<file path="config.mk">
export PLATFORM = sky130hd
export DESIGN_NAME = countdown_ctrl_flat
export DESIGN_NICKNAME = d
export VERILOG_FILES = /design/src/rtl/countdown_ctrl_if.sv /design/src/rtl/countdown_ctrl.sv /design/src/flat_wrapper.sv
export SDC_FILE = /design/constraint.sdc
export NUM_CORES = 1
export LEC_CHECK = 0
export CORE_AREA = 2 2 160 84
export CTS_BUF_LIST = sky130_fd_sc_hd__clkbuf_4
export DETAILED_ROUTE_END_ITERATION = 12
export DIE_AREA = 0 0 162 86
export SETUP_SLACK_MARGIN = 0.05
export SLEW_MARGIN = 20
export SYNTH_ARGS = -nofsm -noshare
export SYNTH_HDL_FRONTEND = slang
export SYNTH_SLANG_ARGS = --single-unit
export TNS_END_PERCENT = 100
</file>
<file path="constraint.sdc">
create_clock -name clk -period 6.18 [get_ports clk]
set_input_delay 0.618 -clock clk [delete_from_list [all_inputs] [get_ports clk]]
set_output_delay 0.618 -clock clk [all_outputs]
set_load 0.005 [all_outputs]
</file>
<file path="src/rtl/countdown_ctrl_if.sv">
// Control/status bundle between the I/O register bank and the countdown
// controller. The master drives control pulses, the slave drives BCD digits
// and status flags.
interface countdown_ctrl_if;
  logic       load;
  logic [7:0] load_val;
  logic       start;
  logic       pause;
  logic       clear;
  logic [3:0] ones;
  logic [3:0] tens;
  logic [3:0] hundreds;
  logic       busy;
  logic       running;
  logic       expired;
  logic       expire_pulse;

  modport master (
    output load, load_val, start, pause, clear,
    input  ones, tens, hundreds, busy, running, expired, expire_pulse
  );

  modport slave (
    input  load, load_val, start, pause, clear,
    output ones, tens, hundreds, busy, running, expired, expire_pulse
  );
endinterface

</file>
<file path="src/rtl/countdown_ctrl.sv">
// Countdown-timer controller: converts an 8-bit seconds value to three BCD
// digits by sequential double-dabble, then counts down once per TICK_DIV
// cycles under start/pause/clear control and flags expiry.
module countdown_ctrl #(
  parameter int unsigned TICK_DIV = 100000000
) (
  input  logic             clk,
  input  logic             rst,
  countdown_ctrl_if.slave  bus
);

  localparam int unsigned PW = $clog2(TICK_DIV);
  localparam logic [PW-1:0] PRESC_TOP = PW'(TICK_DIV - 1);

  typedef enum logic [2:0] {
    S_IDLE,
    S_CONV,
    S_RUN,
    S_PAUSED,
    S_DONE
  } state_t;

  state_t        r_state;
  logic [3:0]    r_ones;
  logic [3:0]    r_tens;
  logic [3:0]    r_hund;
  logic [PW-1:0] r_presc;
  logic [19:0]   r_dd;
  logic [2:0]    r_cnt;
  logic          r_expire_pulse;

  logic [19:0]   w_dd_adj;
  logic [19:0]   w_dd_next;
  logic [3:0]    w_dec_ones;
  logic [3:0]    w_dec_tens;
  logic [3:0]    w_dec_hund;
  logic          w_tick;
  logic          w_nonzero;
  logic          w_last;

  // Double-dabble step: add 3 to every BCD nibble >= 5, then shift left.
  always_comb begin
    w_dd_adj = r_dd;
    for (int unsigned n = 0; n < 3; n++) begin
      if (r_dd[8 + 4*n +: 4] >= 4'd5)
        w_dd_adj[8 + 4*n +: 4] = r_dd[8 + 4*n +: 4] + 4'd3;
    end
    w_dd_next = w_dd_adj << 1;
  end

  // BCD decrement with borrow ripple ones -> tens -> hundreds.
  always_comb begin
    w_dec_ones = r_ones - 4'd1;
    w_dec_tens = r_tens;
    w_dec_hund = r_hund;
    if (r_ones == 4'd0) begin
      w_dec_ones = 4'd9;
      if (r_tens == 4'd0) begin
        w_dec_tens = 4'd9;
        w_dec_hund = r_hund - 4'd1;
      end else begin
        w_dec_tens = r_tens - 4'd1;
      end
    end
  end

  assign w_tick    = (r_presc == PRESC_TOP);
  assign w_nonzero = |{r_hund, r_tens, r_ones};
  assign w_last    = (r_hund == 4'd0) && (r_tens == 4'd0) && (r_ones == 4'd1);

  // Controller FSM: conversion sequencing, prescaler, countdown and expiry strobe.
  always_ff @(posedge clk or posedge rst) begin
    if (rst) begin
      r_state        <= S_IDLE;
      r_ones         <= '0;
      r_tens         <= '0;
      r_hund         <= '0;
      r_presc        <= '0;
      r_dd           <= '0;
      r_cnt          <= '0;
      r_expire_pulse <= 1'b0;
    end else begin
      r_expire_pulse <= 1'b0;
      if (bus.clear) begin
        r_state <= S_IDLE;
        r_ones  <= '0;
        r_tens  <= '0;
        r_hund  <= '0;
        r_presc <= '0;
        r_dd    <= '0;
        r_cnt   <= '0;
      end else begin
        unique case (r_state)
          S_CONV: begin
            r_dd <= w_dd_next;
            if (r_cnt == 3'd7) begin
              r_hund  <= w_dd_next[19:16];
              r_tens  <= w_dd_next[15:12];
              r_ones  <= w_dd_next[11:8];
              r_state <= S_IDLE;
            end else begin
              r_cnt <= r_cnt + 3'd1;
            end
          end
          S_RUN: begin
            // The prescaler advances on the pause edge too; the held value is
            // what resumes after start.
            if (w_tick) begin
              r_presc <= '0;
              r_ones  <= w_dec_ones;
              r_tens  <= w_dec_tens;
              r_hund  <= w_dec_hund;
              if (w_last) begin
                r_state        <= S_DONE;
                r_expire_pulse <= 1'b1;
              end else if (bus.pause) begin
                r_state <= S_PAUSED;
              end
            end else begin
              r_presc <= r_presc + 1'b1;
              if (bus.pause)
                r_state <= S_PAUSED;
            end
          end
          default: begin
            // IDLE, PAUSED and DONE all accept a new load.
            if (bus.load) begin
              r_dd    <= {12'd0, bus.load_val};
              r_cnt   <= '0;
              r_state <= S_CONV;
            end else if (bus.start) begin
              if (r_state == S_IDLE && w_nonzero) begin
                r_presc <= '0;
                r_state <= S_RUN;
              end else if (r_state == S_PAUSED) begin
                r_state <= S_RUN;
              end
            end
          end
        endcase
      end
    end
  end

  assign bus.ones         = r_ones;
  assign bus.tens         = r_tens;
  assign bus.hundreds     = r_hund;
  assign bus.busy         = (r_state == S_CONV);
  assign bus.running      = (r_state == S_RUN);
  assign bus.expired      = (r_state == S_DONE);
  assign bus.expire_pulse = r_expire_pulse;

endmodule

</file>
<file path="src/flat_wrapper.sv">
// flat-port wrapper written by rule: the top's interface ports become plain ports
module countdown_ctrl_flat 
#(
  parameter int unsigned TICK_DIV = 100000000
)
  (clk, rst, bus_load, bus_load_val, bus_start, bus_pause, bus_clear, bus_ones, bus_tens, bus_hundreds, bus_busy, bus_running, bus_expired, bus_expire_pulse);
  countdown_ctrl_if bus_i ();
  input  logic clk;
  input  logic rst;
  input wire logic [$bits(bus_i.load)-1:0] bus_load;
  input wire logic [$bits(bus_i.load_val)-1:0] bus_load_val;
  input wire logic [$bits(bus_i.start)-1:0] bus_start;
  input wire logic [$bits(bus_i.pause)-1:0] bus_pause;
  input wire logic [$bits(bus_i.clear)-1:0] bus_clear;
  output wire logic [$bits(bus_i.ones)-1:0] bus_ones;
  output wire logic [$bits(bus_i.tens)-1:0] bus_tens;
  output wire logic [$bits(bus_i.hundreds)-1:0] bus_hundreds;
  output wire logic [$bits(bus_i.busy)-1:0] bus_busy;
  output wire logic [$bits(bus_i.running)-1:0] bus_running;
  output wire logic [$bits(bus_i.expired)-1:0] bus_expired;
  output wire logic [$bits(bus_i.expire_pulse)-1:0] bus_expire_pulse;
  assign bus_i.load = bus_load;
  assign bus_i.load_val = bus_load_val;
  assign bus_i.start = bus_start;
  assign bus_i.pause = bus_pause;
  assign bus_i.clear = bus_clear;
  assign bus_ones = bus_i.ones;
  assign bus_tens = bus_i.tens;
  assign bus_hundreds = bus_i.hundreds;
  assign bus_busy = bus_i.busy;
  assign bus_running = bus_i.running;
  assign bus_expired = bus_i.expired;
  assign bus_expire_pulse = bus_i.expire_pulse;
  countdown_ctrl #(.TICK_DIV(TICK_DIV)) u_core (.clk(clk), .rst(rst), .bus(bus_i));
endmodule
</file>
==> results.md <==
* Outcome: complete, no violations
* Initial Util at 0.317
* Min-Delay Path Class: register to register
* First-pass GRT wire length at 17300 µm
* Die width at 162 µm
* Total of max-cap violations at 0
* Mapped Area at 3930 µm²
* TNS Setup at 0 ps
* Row count at 29
* TritonCTS buffer count at 9
* Fin cells at 616
* R2R depth at 5
* Layout cell share with drive strength beyond 1 at 0.0921
* Pwr/cell area at 293 nW/µm²
* Fin. Hold Viols at 0
* Main combinational cell family by area after synthesis: compound AO/OA/AOI/OAI gates
* Syn_area_per_cell at 9.52 µm²
* Vias in the first global route at 3170
* Post-DP HPWL at 7600 µm
* Hold Path Origin: u_core.r_dd[2]$_DFFE_PP0P_
* CTS tree: built
* Commonest non-fill, non-tap cell in the layout: dfrtp_1
* Area share of fa/ha/maj cells after synthesis at 0.0477
* Async SR Flop Fraction at 1.00
* H-tree depth at 3
* Hold Path Stages at 2
* Largest net degree at the start of global routing at 67
* Die outline height at 86 µm
* Flops & latches, synth at 66
* Max-slew headroom at 0.395
* Nature of the critical path startpoint: register
* Clk buf depth at 2
* Reg-to-reg endpoint: u_core.r_presc[26]$_DFFE_PP0P_
* Distinct cells, synth at 65
* Post-synthesis simple-gate area fraction at 0.205
* Tightest Pin Transition at 907 ps
* Synth warn at 0
* Critical Path AT at 3630 ps
* Drt wl/cell at 16.9 µm
* Core Area at 12400 µm²
* Synth Area in XOR/XNOR at 0.0312
* Final #Nets at 469
* DR vias at 3405
* Final GP Congestion at 0.848
* Register area share after synthesis at 0.420
* Worst VDD drop at 160 µV
* Worst skew pair latency at 440 ps
* Total setup buffers inserted after CTS at 0
* Minimum clock period at 3250 ps
* Initial detailed-routing violation count at 440
* Post_cts resized at 0
* Max-slew violation count at 0
* Worst r2r src: u_core.r_state[1]$_DFFE_PP0P_
* Syn_nets at 442
* I/O Buffers at 29
* Residual DRC at 0
* Initial antenna violation count at 1
* Final worst path period share at 0.525
* Root Driver: clkbuf_4
* Final wirelength at 10400 µm
* Hold_buf cts at 0
* Via-to-Cell Ratio at 5.53
* Total global routing overflow at 0
* Number of synthesized flops with an enable pin at 0
* Multiplexer share of the synthesized area at 0.0340
* Die Footprint at 13900 µm²
* ANT nets after route at 0
* Setup skew after layout at 18.9 ps
* Register-to-register setup slack at 2930 ps
* Post-synthesis compound-gate area fraction at 0.218
* Worst-path maximum fanout at 16
* Setup Viol. Count Final at 0
* Main synth FF type: dfrtp_1
* I/O Pins at 30
* Power Total at 1.34 mW
* WP data required at 6560 ps
* RSZ-0062 raised after global routing: no
* Reg clk slew, reported paths at 120 ps
* Placed cells at 599
* Commonest non-fill, non-tap cells in the layout: dfrtp_1, a21oi_1, o21ai_0, clkdlybuf4s50_1, nor2_1
* # clock sinks at 66
* Leak at 1.81 nW
* Layout Area Growth over Synthesis at 16.1%
* CP endpoint kind: register
* Hold Path Sink: u_core.r_dd[2]$_DFFE_PP0P_
* Post-Synthesis Cells at 413
* Critical path type: register to register
* Max Clock Freq at 308 MHz
* Initial DRT Pass Iterations at 4
* Total Routing Usage GR at 0.161
how the worst max path moves through the flow:
stage | endpoint | slack [ps] | depth (start not counted) | startpoint
global placement | u_core.r_presc[26]$_DFFE_PP0P_ | 2600 | 5 | bus_clear
floorplan | u_core.bus.tens[2]$_DFFE_PP0P_ | 3690 | 7 | u_core.r_presc[0]$_DFFE_PP0P_
global route | u_core.r_presc[15]$_DFFE_PP0P_ | 2680 | 7 | u_core.r_state[1]$_DFFE_PP0P_
detailed placement | u_core.r_presc[26]$_DFFE_PP0P_ | 2570 | 5 | bus_clear
CTS | u_core.r_presc[26]$_DFFE_PP0P_ | 2980 | 5 | u_core.r_state[1]$_DFFE_PP0P_
finish | u_core.r_presc[26]$_DFFE_PP0P_ | 2930 | 5 | u_core.r_state[1]$_DFFE_PP0P_
sequential cells by signal (all words and copies together), names as in the netlist:
register,cells
u_core.bus.ones,4
u_core.r_cnt,3
u_core.r_presc,27
u_core.bus.hundreds,4
u_core.r_dd,20
u_core.bus.expire_pulse,1
u_core.bus.tens,4
u_core.r_state,3
Yosys cell counts, types with 4 or more instances:
| library cell | number | area share |
|---|---|---|
| dfrtp_1 | 66 | 0.42 |
| a21oi_1 | 30 | 0.038 |
| inv_1 | 21 | 0.020 |
| a31oi_1 | 4 | 0.0064 |
| nand2_1 | 23 | 0.022 |
| or3_1 | 8 | 0.013 |
| mux2i_1 | 10 | 0.025 |
| xnor2_1 | 5 | 0.011 |
| o31ai_1 | 13 | 0.025 |
| nand4_1 | 10 | 0.016 |
| nand3_1 | 11 | 0.014 |
| a22o_1 | 12 | 0.027 |
| a211oi_1 | 4 | 0.0076 |
| nor2_1 | 27 | 0.026 |
| nor3_1 | 11 | 0.014 |
| nor4_1 | 4 | 0.0064 |
| o2111ai_1 | 7 | 0.016 |
| o21ai_0 | 29 | 0.037 |
| ha_1 | 15 | 0.048 |
| xor2_1 | 9 | 0.020 |
| or4_1 | 7 | 0.013 |
| nand2b_1 | 9 | 0.014 |
| clkbuf_1 | 15 | 0.014 |
| nor3b_1 | 4 | 0.0076 |
area by class of cell:
cell class | instances | area (µm²)
diodes | 1 | 2.50
multi-input cells | 306 | 2110
clock buffers | 10 | 75.1
repair buffers | 36 | 343
fillers | 1275 | 7840
inverters | 21 | 78.8
well taps | 170 | 213
flip-flops and latches | 66 | 1650
clock inverters | 6 | 91.3
report_power, final:
group | switching [mW] | internal, mW | total, mW | leakage, nW
Clock | 0.172 | 0.169 | 0.341 | 0.0788
Sequential | 0.0545 | 0.473 | 0.527 | 0.911
Combinational | 0.286 | 0.183 | 0.469 | 0.821
worst max-delay path, cell delays in order (launching register included):
cell and delay, ps:
dfrtp_1 490, or3b_2 670, nand2b_1 630, o2111ai_1 590
or4_1 650, a21oi_1 150
metrics by stage:
stage | setup slack [ps] | hold slack [ps] | utilization | cell area [µm²]
5_1_grt | 2680 | 555 | 0.368 | 4570
2_1_floorplan | 3690 | 450 | - | 3930
3_5_place_dp | 2570 | 472 | 0.354 | 4400
6_report | 2930 | 500 | 0.368 | 4570
4_1_cts | 2980 | 502 | 0.368 | 4560
3_3_place_gp | 2600 | 466 | 0.354 | 4400
cells by family after synthesis:
kind of cell,after synthesis
adders and majority gates,15
xor gates and xnor gates,14
muxes,13
DFF,66
and+or+nand+nor,139
buffers and inverters,41
AOI/OAI and AO/OA,125
routing by layer:
layer  track usage  vias up  wire, µm
met2         0.195      117      3730
met1         0.262     1665      5760
met5             0        -         0
met4        0.0402        0       108
li1              -     1613         -
met3        0.0522       10       822
Note: power is estimated with default switching activity, not from simulation.
